### config.mk
export PLATFORM = sky130hd
export DESIGN_NAME = ohm_sched
export DESIGN_NICKNAME = d
export VERILOG_FILES = /design/src/rtl/ohm_pkg.sv /design/src/rtl/rr_arb.sv /design/src/rtl/ohm_sched.sv
export SDC_FILE = /design/constraint.sdc
export NUM_CORES = 1
export LEC_CHECK = 0
export BUFFER_PORTS_ARGS = -buffer_cell sky130_fd_sc_hd__buf_4
export CORE_MARGIN = 5
export CORE_UTILIZATION = 40
export CTS_CLUSTER_DIAMETER = 30
export DETAILED_ROUTE_END_ITERATION = 12
export HOLD_SLACK_MARGIN = 0.15
export PLACE_DENSITY = 0.7
export SLEW_MARGIN = 15
export SYNTH_ARGS = -nofsm -noshare
export SYNTH_HDL_FRONTEND = slang
export SYNTH_SLANG_ARGS = --single-unit
### constraint.sdc
create_clock -name clk -period 4.6 [get_ports clk]
set_input_delay 1.15 -clock clk [delete_from_list [all_inputs] [get_ports clk]]
set_output_delay 1.15 -clock clk [all_outputs]
set_load 0.02 [all_outputs]
### src/rtl/ohm_pkg.sv
// Shared types and default constants for the igniter resistance measurement scheduler.
package ohm_pkg;
   localparam int unsigned WORD_W      = 12;
   localparam int unsigned DEF_NCH     = 4;
   localparam int unsigned DEF_DIV_LAT = 16;
   localparam int unsigned DEF_TMO     = 24;

   typedef logic [WORD_W-1:0] adc_word_t;
   typedef logic [WORD_W-1:0] ohm_word_t;

   localparam ohm_word_t DEF_OPEN_LIM  = 12'd2000;
   localparam ohm_word_t DEF_SHORT_LIM = 12'd5;

   typedef enum logic [1:0] {
      ST_IDLE  = 2'd0,
      ST_ISSUE = 2'd1,
      ST_WAIT  = 2'd2,
      ST_STORE = 2'd3
   } state_t;
endpackage

### src/rtl/rr_arb.sv
// Round-robin arbiter: one-hot grant searched from the channel after the last winner.
module rr_arb #(
   parameter int unsigned NCH   = 4,
   parameter int unsigned IDX_W = (NCH > 1) ? $clog2(NCH) : 1
) (
   input  logic             clk,
   input  logic             reset_n,
   input  logic [NCH-1:0]   req,
   output logic [NCH-1:0]   grant,
   output logic [IDX_W-1:0] grant_idx
);
   logic [IDX_W-1:0] r_ptr;
   logic [IDX_W-1:0] w_c;
   logic             w_found;

   // First requester found walking forward from r_ptr+1 wins.
   always_comb begin
      grant     = '0;
      grant_idx = '0;
      w_c       = '0;
      w_found   = 1'b0;
      for (int unsigned k = 1; k <= NCH; k++) begin
         w_c = IDX_W'((32'(r_ptr) + k) % NCH);
         if (!w_found && req[w_c]) begin
            grant[w_c] = 1'b1;
            grant_idx  = w_c;
            w_found    = 1'b1;
         end
      end
   end

   always_ff @(posedge clk or negedge reset_n) begin
      if (!reset_n) begin
         r_ptr <= IDX_W'(NCH - 1);
      end else if (w_found) begin
         r_ptr <= grant_idx;
      end
   end
endmodule

### src/rtl/ohm_sched.sv
// Shares one fixed-latency divider among NCH igniter channels; optional continuity
// classification of each result is built when OHM_SCHED_CONT_EN is defined.
module ohm_sched
   import ohm_pkg::*;
#(
   parameter int unsigned NCH       = DEF_NCH,
   parameter int unsigned DIV_LAT   = DEF_DIV_LAT,
   parameter int unsigned TMO       = DEF_TMO,
   parameter ohm_word_t   OPEN_LIM  = DEF_OPEN_LIM,
   parameter ohm_word_t   SHORT_LIM = DEF_SHORT_LIM
) (
   input  logic                  clk,
   input  logic                  reset_n,
   input  logic [NCH-1:0]        req_valid,
   input  logic [NCH*WORD_W-1:0] req_v,
   input  logic [NCH*WORD_W-1:0] req_i,
   output logic [NCH-1:0]        req_ready,
   output logic                  div_valid_in,
   output logic [WORD_W-1:0]     div_v_in,
   output logic [WORD_W-1:0]     div_i_in,
   input  logic                  div_valid_out,
   input  logic [WORD_W-1:0]     div_r_out,
   output logic [NCH-1:0]        res_valid,
   output logic [NCH*WORD_W-1:0] res_ohm,
   output logic [NCH-1:0]        cont_ok,
   output logic [NCH-1:0]        cont_open,
   output logic [NCH-1:0]        cont_short,
   output logic                  err_tmo
);
   localparam int unsigned IDX_W = (NCH > 1) ? $clog2(NCH) : 1;
   localparam int unsigned CNT_W = $clog2(TMO + 1);

   if ((TMO <= DIV_LAT) || (SHORT_LIM > OPEN_LIM)) begin : g_bad_cfg
      $error("ohm_sched: requires TMO > DIV_LAT and SHORT_LIM <= OPEN_LIM");
   end

   state_t           r_state, w_state_nxt;
   logic             r_div_valid_in, w_div_valid_nxt;
   adc_word_t        r_div_v_in, w_div_v_nxt;
   adc_word_t        r_div_i_in, w_div_i_nxt;
   logic [IDX_W-1:0] r_tag, w_tag_nxt;
   logic [CNT_W-1:0] r_cnt, w_cnt_nxt;
   ohm_word_t        r_r, w_r_nxt;
   logic [NCH-1:0]   r_res_valid, w_res_valid_nxt;
   ohm_word_t        r_res_ohm [NCH];
   ohm_word_t        w_res_ohm_nxt [NCH];
   logic             r_err_tmo, w_err_nxt;

   adc_word_t        w_req_v [NCH];
   adc_word_t        w_req_i [NCH];
   logic [NCH-1:0]   w_arb_req;
   logic [NCH-1:0]   w_grant;
   logic [IDX_W-1:0] w_gidx;

   for (genvar c = 0; c < NCH; c++) begin : g_lane
      assign w_req_v[c]                    = req_v[c*WORD_W +: WORD_W];
      assign w_req_i[c]                    = req_i[c*WORD_W +: WORD_W];
      assign res_ohm[c*WORD_W +: WORD_W]   = r_res_ohm[c];
   end

   // Arbitration is only live in IDLE, so the pointer advances exactly once per grant.
   assign w_arb_req = (r_state == ST_IDLE) ? req_valid : '0;

   rr_arb #(
      .NCH   (NCH),
      .IDX_W (IDX_W)
   ) u_rr_arb (
      .clk       (clk),
      .reset_n   (reset_n),
      .req       (w_arb_req),
      .grant     (w_grant),
      .grant_idx (w_gidx)
   );

   assign req_ready    = reset_n ? w_grant : '0;
   assign div_valid_in = r_div_valid_in;
   assign div_v_in     = r_div_v_in;
   assign div_i_in     = r_div_i_in;
   assign res_valid    = r_res_valid;
   assign err_tmo      = r_err_tmo;

`ifdef OHM_SCHED_CONT_EN
   logic [NCH-1:0] r_cont_ok, r_cont_open, r_cont_short;
   logic [NCH-1:0] w_ok_nxt, w_open_nxt, w_short_nxt;
   assign cont_ok    = r_cont_ok;
   assign cont_open  = r_cont_open;
   assign cont_short = r_cont_short;
`else
   assign cont_ok    = '0;
   assign cont_open  = '0;
   assign cont_short = '0;
`endif

   always_comb begin
      w_state_nxt     = r_state;
      w_div_valid_nxt = 1'b0;
      w_div_v_nxt     = r_div_v_in;
      w_div_i_nxt     = r_div_i_in;
      w_tag_nxt       = r_tag;
      w_cnt_nxt       = r_cnt;
      w_r_nxt         = r_r;
      w_res_valid_nxt = '0;
      w_res_ohm_nxt   = r_res_ohm;
      w_err_nxt       = r_err_tmo;
`ifdef OHM_SCHED_CONT_EN
      w_ok_nxt        = r_cont_ok;
      w_open_nxt      = r_cont_open;
      w_short_nxt     = r_cont_short;
`endif
      case (r_state)
         ST_IDLE: begin
            // Launch strobe is registered so it is high exactly during ISSUE.
            if (|w_grant) begin
               w_div_valid_nxt = 1'b1;
               w_div_v_nxt     = w_req_v[w_gidx];
               w_div_i_nxt     = w_req_i[w_gidx];
               w_tag_nxt       = w_gidx;
               w_state_nxt     = ST_ISSUE;
            end
         end
         ST_ISSUE: begin
            w_cnt_nxt   = '0;
            w_state_nxt = ST_WAIT;
         end
         ST_WAIT: begin
            if (div_valid_out) begin
               w_r_nxt     = div_r_out;
               w_state_nxt = ST_STORE;
            end else if (r_cnt == CNT_W'(TMO - 1)) begin
               w_err_nxt   = 1'b1;
               w_state_nxt = ST_IDLE;
            end else begin
               w_cnt_nxt   = r_cnt + CNT_W'(1);
            end
         end
         ST_STORE: begin
            w_res_ohm_nxt[r_tag]   = r_r;
            w_res_valid_nxt[r_tag] = 1'b1;
`ifdef OHM_SCHED_CONT_EN
            w_open_nxt[r_tag]      = (r_r > OPEN_LIM);
            w_short_nxt[r_tag]     = (r_r <= OPEN_LIM) && (r_r < SHORT_LIM);
            w_ok_nxt[r_tag]        = (r_r <= OPEN_LIM) && (r_r >= SHORT_LIM);
`endif
            w_state_nxt            = ST_IDLE;
         end
         default: w_state_nxt = ST_IDLE;
      endcase
   end

   always_ff @(posedge clk or negedge reset_n) begin
      if (!reset_n) begin
         r_state        <= ST_IDLE;
         r_div_valid_in <= 1'b0;
         r_div_v_in     <= '0;
         r_div_i_in     <= '0;
         r_tag          <= '0;
         r_cnt          <= '0;
         r_r            <= '0;
         r_res_valid    <= '0;
         r_res_ohm      <= '{default: '0};
         r_err_tmo      <= 1'b0;
`ifdef OHM_SCHED_CONT_EN
         r_cont_ok      <= '0;
         r_cont_open    <= '0;
         r_cont_short   <= '0;
`endif
      end else begin
         r_state        <= w_state_nxt;
         r_div_valid_in <= w_div_valid_nxt;
         r_div_v_in     <= w_div_v_nxt;
         r_div_i_in     <= w_div_i_nxt;
         r_tag          <= w_tag_nxt;
         r_cnt          <= w_cnt_nxt;
         r_r            <= w_r_nxt;
         r_res_valid    <= w_res_valid_nxt;
         r_res_ohm      <= w_res_ohm_nxt;
         r_err_tmo      <= w_err_nxt;
`ifdef OHM_SCHED_CONT_EN
         r_cont_ok      <= w_ok_nxt;
         r_cont_open    <= w_open_nxt;
         r_cont_short   <= w_short_nxt;
`endif
      end
   end
endmodule
==> Word-level counts from Yosys, hierarchy flattened <==
Index checks and enable logic that the tools add are counted.
Widths: inputs -> output; s select.
{ "word_totals": {"word_cells": 117, "ff_bits": 101, "in_bits": 115} }
{ "op_classes": {"n_addsub": 5, "bitwise_logic": 6, "n_mux": 51, "order_cmp": 13, "reduce_logical": 20, "n_eq_ne": 8} }
{ "ops": {"columns": ["operator", "count"], "rows": [
  ["$mux 12", 5],
  ["$bmux 12 s2", 2],
  ["$bwmux 48", 1],
  ["$mux 4", 7],
  ["$demux 12 s2", 1],
  ["$lt 2x3->1 const B", 5],
  ["$mux 1", 15],
  ["$mux 2", 7],
  ["$or 4x4->4", 3],
  ["$demux 1 s2", 5],
  ["$ge 2x1->1 const B", 5],
  ["$mux 5", 2],
  ["$pmux 5 s2", 1],
  ["$logic_and 1x1->1", 9],
  ["$bmux 1 s2", 4],
  ["$pmux 2 s4", 1],
  ["$ge 3x3->1 const B", 2],
  ["$not 2->3", 2],
  ["$reduce_and 2->1", 3],
  ["$reduce_and 3->1", 2],
  ["$add 5x1->5 const B", 1],
  ["$eq 5x5->1 const B", 1],
  ["$add 2x1->2 const B", 2],
  ["$add 2x2->2 const B", 2],
  ["11 further kinds", 15]
]} }

==> Longest topological paths before layout <==
{ "logic_depth": {"ltp_word": 18, "ltp_mapped": 12} }

==> By module <==
A second synthesis with hierarchy kept.
{ "hier_totals": {"hier_cells": 367, "hier_area_um2": 5322.6} }
{ "modules_own_cells": {"columns": ["mod", "seq_area_each_um2", "area_each_um2", "n_inst", "cells_each"], "rows": [
  ["ohm_sched", 2477.4, 4718.3, 1, 297],
  ["rr_arb", 52.6, 604.3, 1, 70]
]} }

==> Least setup slack after synthesis <==
No wires, ideal clock.
{ "synth_path": {"path_kind": "flip-flop to output port", "from": "register u_rr_arb.r_ptr[0]", "to": "output req_ready[0]", "t_required_ps": 3450, "setup_slack_ps": 810, "path_stages_with_launch": 11, "arrival_ps": 2640, "path_cell_list": "dfstp_2 > buf_2 > inv_1 > ha_1 > buf_6 > mux2_1 > nand3_1 > o31ai_1 > and3_2 > a211oi_2 > nor2b_1"} }
{ "synth_between": {"elab_chain_len": 14, "word_cells_on_any_way": 49} }
{ "synth_rtl": {"columns": ["item", "line", "rtl"], "rows": [
  ["start, declared", "rr_arb.sv:12", "logic [IDX_W-1:0] r_ptr;"],
  ["start signal, assigned", "rr_arb.sv:34", "r_ptr <= IDX_W'(NCH - 1);"],
  ["start signal, assigned", "rr_arb.sv:36", "r_ptr <= grant_idx;"],
  ["parallel branches: the longest is 12 deep, another holds $lt 2x3->1", null, null],
  ["$mux 4 *", "rr_arb.sv:24", "if (!w_found && req[w_c]) begin"],
  ["$mux 4 *", "ohm_sched.sv:75", "assign req_ready = reset_n ? w_grant : '0;"],
  ["end, declared", "ohm_sched.sv:17", "output logic [NCH-1:0] req_ready,"]
]} }
Mark *: on every way between the ends. The select of a mux whose other input is x is not followed.

==> Worst setup path after layout <==
Same ends and word-level chain as after synthesis.

==> flow_summary.json <==
{
  "final-hold-violation-count": 0,
  "whs_path_depth": 1,
  "ys_seq_area_share_pct": 46.2,
  "synthArstFlopShare_pct": 100,
  "nets": 795,
  "drive_gt1_share_pct": 43.0,
  "syn_area_um2": 5470,
  "cts_hold_buffers": 0,
  "area_delta_synth_final_pct": 33.3,
  "instances_no_fill": 852,
  "min_path_type": "flop to flop",
  "cts_max_level": 3,
  "setup_viol": 0,
  "dieArea_um2": 16100,
  "fillCellCount": 1181,
  "r2r_setup_slack_ns": 0.89,
  "initial_core_util_pct": 41.0,
  "yosysWarnings": 0,
  "critPathLaunchType": "flop",
  "multi_input_area_um2": 2710,
  "rows": 42,
  "status": "finished, final reports clean",
  "grt_pass1_wl_um": 23200,
  "synth.avg_cell_area_um2": 11.3,
  "synth_seq_cells": 101,
  "clock-sinks": 101,
  "postSynthCellCount": 486,
  "hold_start": "err_tmo",
  "drt_pass1_iterations": 5,
  "worstSetupEndpointType": "output port",
  "clk_pin_slew_ns": 0.07,
  "fin_setup_tns_ns": 0,
  "place_inst": 836,
  "chipHeight_um": 127,
  "drt_iter0_drc": 232,
  "synth_edf_count": 0,
  "io-pin-count": 209,
  "worst_slew_pin_slew_ns": 0.820,
  "place_congestion": 0.852,
  "grt_max_degree": 54,
  "ant_nets": 0,
  "die_x_um": 127,
  "drcViolationCount": 0,
  "seqCellArea_um2": 2530,
  "power.total_w": 0.00568,
  "hold_ws_ns": 0.469,
  "ys_types": 60,
  "worstSkewPairLatency_ns": 0.35,
  "port_buffers": 196,
  "core_area_um2": 13300,
  "period_needed_ns": 4.38,
  "peakVddDrop_v": 0.000366,
  "grt_pass1_vias": 4461,
  "drv_slew": 0,
  "period_share_pct": 95.2,
  "holdPathEnd": "err_tmo",
  "leakage_nw": 3.65,
  "fin_skew_ns": 0.00702,
  "cap_violations": 0,
  "overflow": 0,
  "reg2reg_to": "div_i_in[8]",
  "worst-setup-path-type": "flop to output port",
  "grt_use_total_pct": 18.2,
  "cts_buffers": 9,
  "post_drt_via_cell_ratio": 5.02,
  "crit_fanout": 18,
  "antenna_found_initial": 0,
  "reg2reg_from": "u_rr_arb.r_ptr[0]",
  "post_drt_wl_per_cell_um": 17.3,
  "rsz0062_at_grt": "no",
  "power_density_nw_per_um2": 778,
  "clock_path_buffers": 2,
  "reg2reg_depth": 9,
  "cts_root_buf": "clkbuf_16",
  "hpwlAfterDp_um": 11100,
  "cp.required_ns": 3.45,
  "synthFlopType": "dfrtp_1",
  "crit_arrival_ns": 3.23,
  "diodes": 0,
  "cts_tree": "done",
  "fmax_mhz": 228,
  "routed_wl_um": 14700,
  "vias": 4281,
  "slew_headroom_pct": 45.2
}
==> layout make-up <==
class | count | area share [%]
inverter | 9 | 0.463
multi-input combinational | 350 | 37.1
tap | 176 | 3.02
clock inverter | 6 | 0.943
clock buffer | 10 | 3.14
timing repair buffer | 200 | 20.6
sequential | 101 | 34.7
==> worst max-delay path by stage <==
stage,startpoint,to,slack [ns],cells past startpoint
2_1_floorplan,u_rr_arb.r_ptr[0],req_ready[0],0.81,10
3_3_place_gp,u_rr_arb.r_ptr[0],req_ready[0],0.62,9
3_5_place_dp,u_rr_arb.r_ptr[0],req_ready[0],0.51,9
4_1_cts,u_rr_arb.r_ptr[0],req_ready[0],0.12,9
5_1_grt,u_rr_arb.r_ptr[0],req_ready[0],0.1,9
6_report,u_rr_arb.r_ptr[0],req_ready[0],0.22,9
==> power breakdown <==
part	switching (W)	total [W]	leakage (nW)	internal (W)
clock network	0.000341	0.000769	0.144	0.000427
registers	0.000358	0.00167	1.26	0.00131
logic	0.00160	0.00324	2.25	0.00164
total	0.00230	0.00568	3.65	0.00337
==> routing by layer <==
metal	part of all wire (%)	GRT usage (%)
met5	0	0
met4	2.6	6.81
met3	6.5	5.05
met2	52	32.3
met1	39	20.8
==> critical path: stages, from the launching register on <==
cell	delay, ns
dfstp_4	0.75
inv_1	0.19
ha_1	0.48
mux2_1	0.35
nand3_1	0.08
o31ai_1	0.09
and3_2	0.28
a211oi_2	0.40
nor2b_1	0.09
buf_4	0.17
==> cells in the final DEF, fill, tap and decap left out, types with 2 or more instances in the layout <==
cell,instances
inv_1,9
a21oi_1,4
conb_1,12
nand2b_1,2
a22o_1,3
mux2_2,34
nor2_1,8
mux2_4,20
a2111oi_4,2
xor2_1,2
nor2b_1,5
ha_1,9
nand4b_1,3
mux2i_1,76
nand2_1,117
dfrtp_1,99
clkbuf_16,9
buf_4,200
and2_1,2
nor3_1,4
o21ai_1,2
a21oi_2,2
nor3b_1,2
inv_6,3
a211oi_2,2
o21ai_0,6
nand4_1,3
==> cell usage after synthesis (all sizes together) (3+ instances only) <==
master   number  share of area (%)
and2          3               0.37
a2111oi       3                1.3
mux2         55                 13
mux2i        76                 14
inv           9               0.62
dfrtp        99                 45
nand4         3               0.34
nand4b        3               0.48
nand2       118                8.1
ha            9                2.1
clkbuf        7               0.48
nand2b        3               0.39
nor2          9               0.66
a21oi         6               0.69
nor3b         3               0.50
buf          30                4.2
nor2b         5               0.57
a22o          4               0.80
nor3          5               0.46
o21ai         8               0.73
==> registers in the layout, summed over array words and instances, names as in the netlist <==
signal,cells
r_state,2
res_valid,4
err_tmo,1
r_tag,2
div_valid_in,1
r_r,12
div_v_in,12
r_cnt,5
div_i_in,12
u_rr_arb.r_ptr,2
res_ohm,48
==> kinds of logic after synthesis <==
| group | count (synthesis) | synth area share, % |
|---|---|---|
| AND/OR/NAND/NOR | 162 | 13.4 |
| other | 1 | 0.0685 |
| adder cells (fa/ha/maj) | 9 | 2.06 |
| XOR/XNOR | 3 | 0.480 |
| multiplexers | 131 | 26.6 |
| buffers and inverters | 46 | 5.26 |
| AO/OA/AOI/OAI | 33 | 5.94 |
| flip-flops | 101 | 46.2 |
==> timing repair <==
action | 4_1_cts | 5_1_grt
endpoints found under the setup margin | 0 | 2
buffers inserted | 0 | 0
resized for setup | 0 | 1
==> stage by stage <==
stage	util [%]	area [um^2]	setup WS [ns]
floorplan	-	5520	0.810
global placement	52.4	6990	0.619
detailed placement	52.4	6990	0.514
CTS	54.6	7290	0.125
global route	54.7	7300	0.0998
finish	54.7	7300	0.219
Power figures use the tool's default switching activity.
